===== src/rtl/case_mux_pkg.sv =====
// Shared types and helpers for the case_mux_seq slice.
package case_mux_pkg;

    localparam int OOR_CNT_W = 8;
    localparam int SEL_MAX_W = 8;

    // Widest select code the slice supports; narrower selects are zero-extended into it.
    typedef logic [SEL_MAX_W-1:0] sel_code_t;

    function automatic logic sel_in_range(input sel_code_t sel, input int num_in);
        return int'(sel) < num_in;
    endfunction

endpackage


===== src/rtl/case_mux_out_reg.sv =====
// Valid/ready output register: captures whenever empty or being drained, otherwise stalls.
module case_mux_out_reg #(
    parameter int DATA_W = 1
) (
    input  logic              clk,
    input  logic              reset,
    input  logic [DATA_W-1:0] i_data,
    input  logic              i_ready,
    output logic              o_cap,
    output logic [DATA_W-1:0] o_data,
    output logic              o_valid
);

    assign o_cap = !o_valid || i_ready;

    always_ff @(posedge clk or posedge reset) begin
        if (reset) begin
            o_data  <= '0;
            o_valid <= 1'b0;
        end else if (o_cap) begin
            o_data  <= i_data;
            o_valid <= 1'b1;
        end
    end

endmodule


===== src/rtl/case_mux_seq.sv =====
// Registered N-input case mux with select sequencer and valid/ready output.
// Optional CASE_MUX_OOR_FLAG_EN adds sel_oor and a saturating oor_count.
module case_mux_seq
    import case_mux_pkg::*;
#(
    parameter int NUM_IN = 3,
    parameter int DATA_W = 1,
    parameter int SEL_W  = 2
) (
    input  logic                     clk,
    input  logic                     reset,
    input  logic [NUM_IN*DATA_W-1:0] in_data,
    input  logic                     sel_load,
    input  logic [SEL_W-1:0]         sel_in,
    input  logic                     step,
    input  logic                     auto_en,
    output logic [DATA_W-1:0]        out_data,
    output logic                     out_valid,
    input  logic                     out_ready,
    output logic [SEL_W-1:0]         sel_cur
`ifdef CASE_MUX_OOR_FLAG_EN
    ,
    output logic                     sel_oor,
    output logic [OOR_CNT_W-1:0]     oor_count
`endif
);

    logic [SEL_W-1:0]  r_sel;
    logic [DATA_W-1:0] r_hold;
    logic [DATA_W-1:0] w_ch [NUM_IN];
    logic [DATA_W-1:0] w_mux;
    logic              w_in_range;
    logic              w_cap;

    for (genvar k = 0; k < NUM_IN; k++) begin : g_ch
        assign w_ch[k] = in_data[k*DATA_W +: DATA_W];
    end

    assign w_in_range = sel_in_range(sel_code_t'(r_sel), NUM_IN);

    // Out-of-range codes replay the last in-range sample rather than leaving a latch path.
    always_comb begin
        w_mux = r_hold;
        for (int k = 0; k < NUM_IN; k++) begin
            if (r_sel == SEL_W'(k)) w_mux = w_ch[k];
        end
    end

    always_ff @(posedge clk or posedge reset) begin
        if (reset) begin
            r_sel  <= '0;
            r_hold <= '0;
        end else begin
            if (w_cap && w_in_range) r_hold <= w_mux;
            // Load wins over advance; advance wraps through the out-of-range codes too.
            if (sel_load)
                r_sel <= sel_in;
            else if (w_cap && (auto_en || step))
                r_sel <= r_sel + SEL_W'(1);
        end
    end

    case_mux_out_reg #(.DATA_W(DATA_W)) u_out (
        .clk     (clk),
        .reset   (reset),
        .i_data  (w_mux),
        .i_ready (out_ready),
        .o_cap   (w_cap),
        .o_data  (out_data),
        .o_valid (out_valid)
    );

    assign sel_cur = r_sel;

`ifdef CASE_MUX_OOR_FLAG_EN
    logic                 r_oor;
    logic [OOR_CNT_W-1:0] r_oor_cnt;

    always_ff @(posedge clk or posedge reset) begin
        if (reset) begin
            r_oor     <= 1'b0;
            r_oor_cnt <= '0;
        end else if (w_cap) begin
            r_oor <= !w_in_range;
            if (!w_in_range && r_oor_cnt != '1) r_oor_cnt <= r_oor_cnt + 1'b1;
        end
    end

    assign sel_oor   = r_oor;
    assign oor_count = r_oor_cnt;
`endif

endmodule


===== config.mk =====
export PLATFORM = sky130hd
export DESIGN_NAME = case_mux_seq
export DESIGN_NICKNAME = d
export VERILOG_FILES = /design/src/rtl/case_mux_pkg.sv /design/src/rtl/case_mux_out_reg.sv /design/src/rtl/case_mux_seq.sv
export SDC_FILE = /design/constraint.sdc
export NUM_CORES = 1
export LEC_CHECK = 0
export ABC_AREA = 1
export ABC_CLOCK_PERIOD_IN_PS = 3070
export BUFFER_PORTS_ARGS = -buffer_cell sky130_fd_sc_hd__buf_4
export CAP_MARGIN = 20
export CORE_AREA = 2 2 39 41
export DETAILED_ROUTE_END_ITERATION = 10
export DIE_AREA = 0 0 41 43
export HOLD_SLACK_MARGIN = 0.12
export PLACE_DENSITY = 0.55
export SLEW_MARGIN = 40
export SYNTH_ARGS = -nofsm -noshare
export SYNTH_HDL_FRONTEND = slang
export SYNTH_SLANG_ARGS = --single-unit

===== constraint.sdc =====
create_clock -name clk -period 3.07 [get_ports clk]
set_input_delay 0.307 -clock clk [delete_from_list [all_inputs] [get_ports clk]]
set_output_delay 0.307 -clock clk [all_outputs]
set_load 0.01 [all_outputs]

Word-level counts from Yosys, hierarchy flattened

Index checks and enable logic that the tools add are counted.

$add $sub $neg: 1
Magnitude comparators: 1
Eq/ne operators: 2
Mux-type cells: 5
Reductions and logical operators: 7

Operator list:

| kind                  | number |
|---|---|
| $mux W2               | 2 |
| $mux W1               | 3 |
| $add A2 B1 Y2 const B | 1 |
| $eq A2 B1 Y1 const B  | 1 |
| $eq A2 B2 Y1 const B  | 1 |
| $logic_and A1 B1 Y1   | 2 |
| $logic_not A2 Y1      | 1 |
| $logic_or A1 B1 Y1    | 2 |
| $lt A2 B2 Y1 const B  | 1 |
| $reduce_bool A2 Y1    | 1 |
| $logic_not A1 Y1      | 1 |

Register bits after elaboration: 5
Input port bits: 11
Output and inout port bits: 4

Depth between registers and ports, before layout

Word-level depth: 5
Mapped depth: 9
Depth with buffers taken out: 9

Hierarchy

A second synthesis with hierarchy kept.

Cells, all modules: 46
Area total of the unflattened synthesis: 329.1 sq um

Modules (own cells, without submodules):

| module           | times used | cells each | area an instance (sq um) | sequential area each (sq um) |
|---|---|---|---|---|
| case_mux_seq     | 1          | 37         | 249.0                    | 75.1 |
| case_mux_out_reg | 1          | 9          | 80.1                     | 50.0 |

Worst setup path after synthesis

No wires, ideal clock.

Path type: register -> register
Start: reg r_sel[0] (netlist: sel_cur[0])
End: reg r_hold
Library setup time: 119 ps
Arrival: 1032 ps
Data required time: 2951 ps
Setup slack: 1920 ps
Stages on the path, launching flop included: 9
Path buffers: 0
Period minus slack after synthesis: 1150 ps
Path through: dfrtp_1 -> inv_1 -> ha_1 -> nand2_1 -> nand3_1 -> nand2_1 -> nand2_1 -> nand2_1 -> nand2_1

Cells in the longest elaborated chain, start to end: 4
Elaborated cells on any way between the ends: 8
Classes of those cells: 1 x order compare; 2 x eq/ne; 3 x mux; 2 x reduce/logical

Ends and longest elaborated chain:

| item                   | RTL line           | source |
|---|---|---|
| start, declared        | case_mux_seq.sv:28 | `logic [SEL_W-1:0] r_sel;` |
| start signal, assigned | case_mux_seq.sv:57 | `r_sel <= sel_in;` |
| start signal, assigned | case_mux_seq.sv:59 | `r_sel <= r_sel + SEL_W'(1);` |
| $logic_not A2 Y1       | case_mux_seq.sv:45 | `if (r_sel == SEL_W'(k)) w_mux = w_ch[k];` |
| $mux W1 (3 in series)  | case_mux_seq.sv:45 |  |
| end signal, assigned   | case_mux_seq.sv:54 | `if (w_cap && w_in_range) r_hold <= w_mux;` |
| end, declared          | case_mux_seq.sv:29 | `logic [DATA_W-1:0] r_hold;` |

Several ways; a longest one is shown, not always the timed one.
A chain may end at the register's enable or synchronous reset.

Worst setup path after layout

Start: reg r_sel[0] (netlist: sel_cur[0])
End: reg u_out.o_data

Cells in the longest elaborated chain, start to end: 4
Elaborated cells on any way between the ends: 6
Classes of those cells: 2 x eq/ne; 3 x mux; 1 x reduce/logical

Ends and longest elaborated chain:

| item                  | RTL line               | source |
|---|---|---|
| $logic_not A2 Y1      | case_mux_seq.sv:45     |  |
| $mux W1 (2 in series) | case_mux_seq.sv:45     |  |
| $mux W1 (*)           | case_mux_seq.sv:45     |  |
| end signal, assigned  | case_mux_out_reg.sv:21 | `o_data <= i_data;` |
| end, declared         | case_mux_out_reg.sv:10 | `output logic [DATA_W-1:0] o_data,` |

Every way passes the cells marked *; elsewhere a longest branch is shown, timed or not.

==> run metrics <==
outcome=complete, no violations; htree depth=1; Worst R2R Start=sel_cur[0]; grt total ovfl=0; CTS resizes=0; Critical Path AT=approximately 1.4 ns; min cycle time layout=1.22 ns; buffers added on ports=14; RSZ-0062 raised after global routing=false; hold-critical path depth=4; Post-Synth Adder-Cell Area=15.3%; Layout Utilization=35.4%; number of buffers created by CTS=3; Post-Syn Area=328 sq um; synthesized instance count=45; Combinational Power Share=between 30% and 40%; Clock power frac=29.7%; Initial Util=23.7%; VDD IR max=0.255 mV; Worst R2R End=u_out.o_data; DR DRC count=0; Critical Path Sink Type=flip-flop; multiplexer share of the synthesized area=0%; floorplan core area=1380 sq um; sw power=79.7 uW; nature of the critical path startpoint=flip-flop; Post-Syn Nets=60; vias post-DR=about 330; # diodes=0; Top cell by count, worst path=nand2_1; All-Layer GR Usage=under 10%; routability cong.=0.619; DR WL/cell=7.53 um; DP HPWL=503 um; Final setup viols=0; Yosys warning count=0; final hold violation count=0; critical-path cell list=inv_1 > ha_1 > inv_1 > nand2_1 > nand3_1 > nand2_1 > nand2_1 > nand2_1 > nand2_1; WHS Endpoint=sel_cur[0]; Worst Hold Class=input pin to flip-flop; largest family of logic cells by synthesized area=simple AND/OR/NAND/NOR gates; Post-layout nets=80; Sink Count=5; Yosys reg bits=5; ratio of cells with drive above 1 in the final layout=between 30% and 40%; Initial DRT Pass Iterations=4; Synth Area in Compound Gates=10.3%; sequential share of the synthesized area=38.2%; Clock Skew=0.00279 ns; first-pass GRT wire length=roughly 1000 um; Final Cycle Share=39.8%; vias in the first global route=285; cell chosen for the clock root=clkbuf_4; WP data required=3.21 ns; DR vias/cell=4.18; Flop pwr share=36.7%; Internal Power=173 uW; min-delay src=sel_load; post-synthesis area per instance=about 7.3 sq um; die width=around 41 um; Slowest-stage cell, CP=dfrtp_1; max_cap viols=0; Synth cell types=12; initial drt markers=2; Leak=0.289 nW; XOR/XNOR Fraction of Synth Area=0%; switching share of power=31.6%; Layout Area Growth over Synthesis=49.2%; power per cell area=516 nW/um^2; Synth Area in Simple Gates=24.8%; Clock transition at path regs=0.04 ns; Max Clk Rate=0.818 GHz; critical path class=flip-flop to flip-flop; die area=between 1500 and 2000 sq um; worst hold margin=0.370 ns; Worst Path Max Fanout=5; initial antenna violation count=0; worst reg2reg path depth=9; DIE HEIGHT=43 um; clk buf depth=2; final WL=602 um; worst skew pair latency=~0.24 ns; CTS tree=done; io pins=15; number of cell rows=14; reg2reg setup slack=1.85 ns; Slew Viols, Final=0; maximum number of pins on one net before global-route repair=6; post-route ant nets=0; setup TNS=0 ns; CP max stage delay=0.42 ns
-- per-layer routing --
layer  vias up  global-route usage (%)  wire length (um)
met5         -                       0                 0
met4         0                    8.00                14
met3         3                    7.85                55
met2        15                    12.5               298
met1       143                    9.84               234
li1        173                       -                 -
-- cell usage in the layout (no fill, tap or decap) --
cell type and count:
o21ai_1 3, nor2_1 1, o21ai_0 1, conb_1 1
dlygate4sd3_1 1, nand2_2 2, buf_4 14, o21ai_2 1
a21oi_1 1, ha_1 4, inv_1 9, nand3_1 1
clkbuf_4 3, dfrtp_1 5, clkbuf_1 1, nand2_1 16
-- cells in the mapped netlist, drive strengths merged --
| library cell | number | share of area, % |
|---|---|---|
| nand2 | 18 | 22 |
| dfrtp | 5 | 38 |
| o21ai | 5 | 8.8 |
| nor2 | 1 | 1.1 |
| conb | 1 | 1.1 |
| inv | 9 | 10 |
| ha | 4 | 15 |
| a21oi | 1 | 1.5 |
| nand3 | 1 | 1.5 |
-- what timing repair did --
action / in CTS / in global routing
setup buffers: 0 / 0
hold buffers: 1 / 0
hold endpoints to repair: 5 / 0
-- critical path, delay by kind of cell, from the launching register on --
kind,cells,cell delay [ns]
buf+inv,2,0.18
flops,1,0.42
fa+ha+maj,1,0.18
simple gates,6,0.33
-- through the flow --
stage | setup WS (ns) | total power [mW] | instance area [sq um] | instances
2_1_floorplan | 1.92 | 0.142 | 328 | 45
3_3_place_gp | 1.87 | 0.176 | 453 | 75
3_5_place_dp | 1.85 | 0.178 | 453 | 75
4_1_cts | 1.84 | 0.257 | 489 | 80
5_1_grt | 1.69 | 0.276 | 489 | 80
6_report | 1.85 | 0.252 | 489 | 80
-- logic make-up (layout without fill, tap and decap cells) --
group                      Yosys count  in the layout
and+or+nand+nor                     20             20
buffers and inverters                9             28
AOI/OAI and AO/OA                    6              6
DFF                                  5              5
adders and majority gates            4              4
other                                1              1
-- sequential cells by signal (all words and copies together) (netlist names) --
signal and cells:
u_out.o_valid 1, sel_cur 2, u_out.o_data 1, r_hold 1
-- worst max-delay path by stage --
stage | from | to | cells past startpoint
6_report | sel_cur[0] | u_out.o_data | 9
5_1_grt | sel_cur[0] | u_out.o_data | 9
4_1_cts | sel_cur[0] | u_out.o_data | 8
3_5_place_dp | sel_cur[0] | u_out.o_data | 9
3_3_place_gp | sel_cur[0] | u_out.o_data | 8
2_1_floorplan | sel_cur[0] | r_hold | 8
-- area by class of cell --
cell class	instances	area, sq um
Fill cell	142	895
Multi-Input combinational cell	31	169
Sequential cell	5	125
Timing Repair Buffer	15	115
Inverter	9	33.8
Clock buffer	4	26.3
Tap cell	16	20.0
-- power groups by stage --
stage	combinational, mW	sequential (mW)	clock [mW]
3_5_place_dp	0.0845	0.0937	0
6_report	0.0847	0.0926	0.0751
3_3_place_gp	0.0825	0.0935	0
4_1_cts	0.0859	0.0929	0.0782
2_1_floorplan	0.0454	0.0964	0
5_1_grt	0.0974	0.0953	0.0836
(Power assumes the default switching activity.)
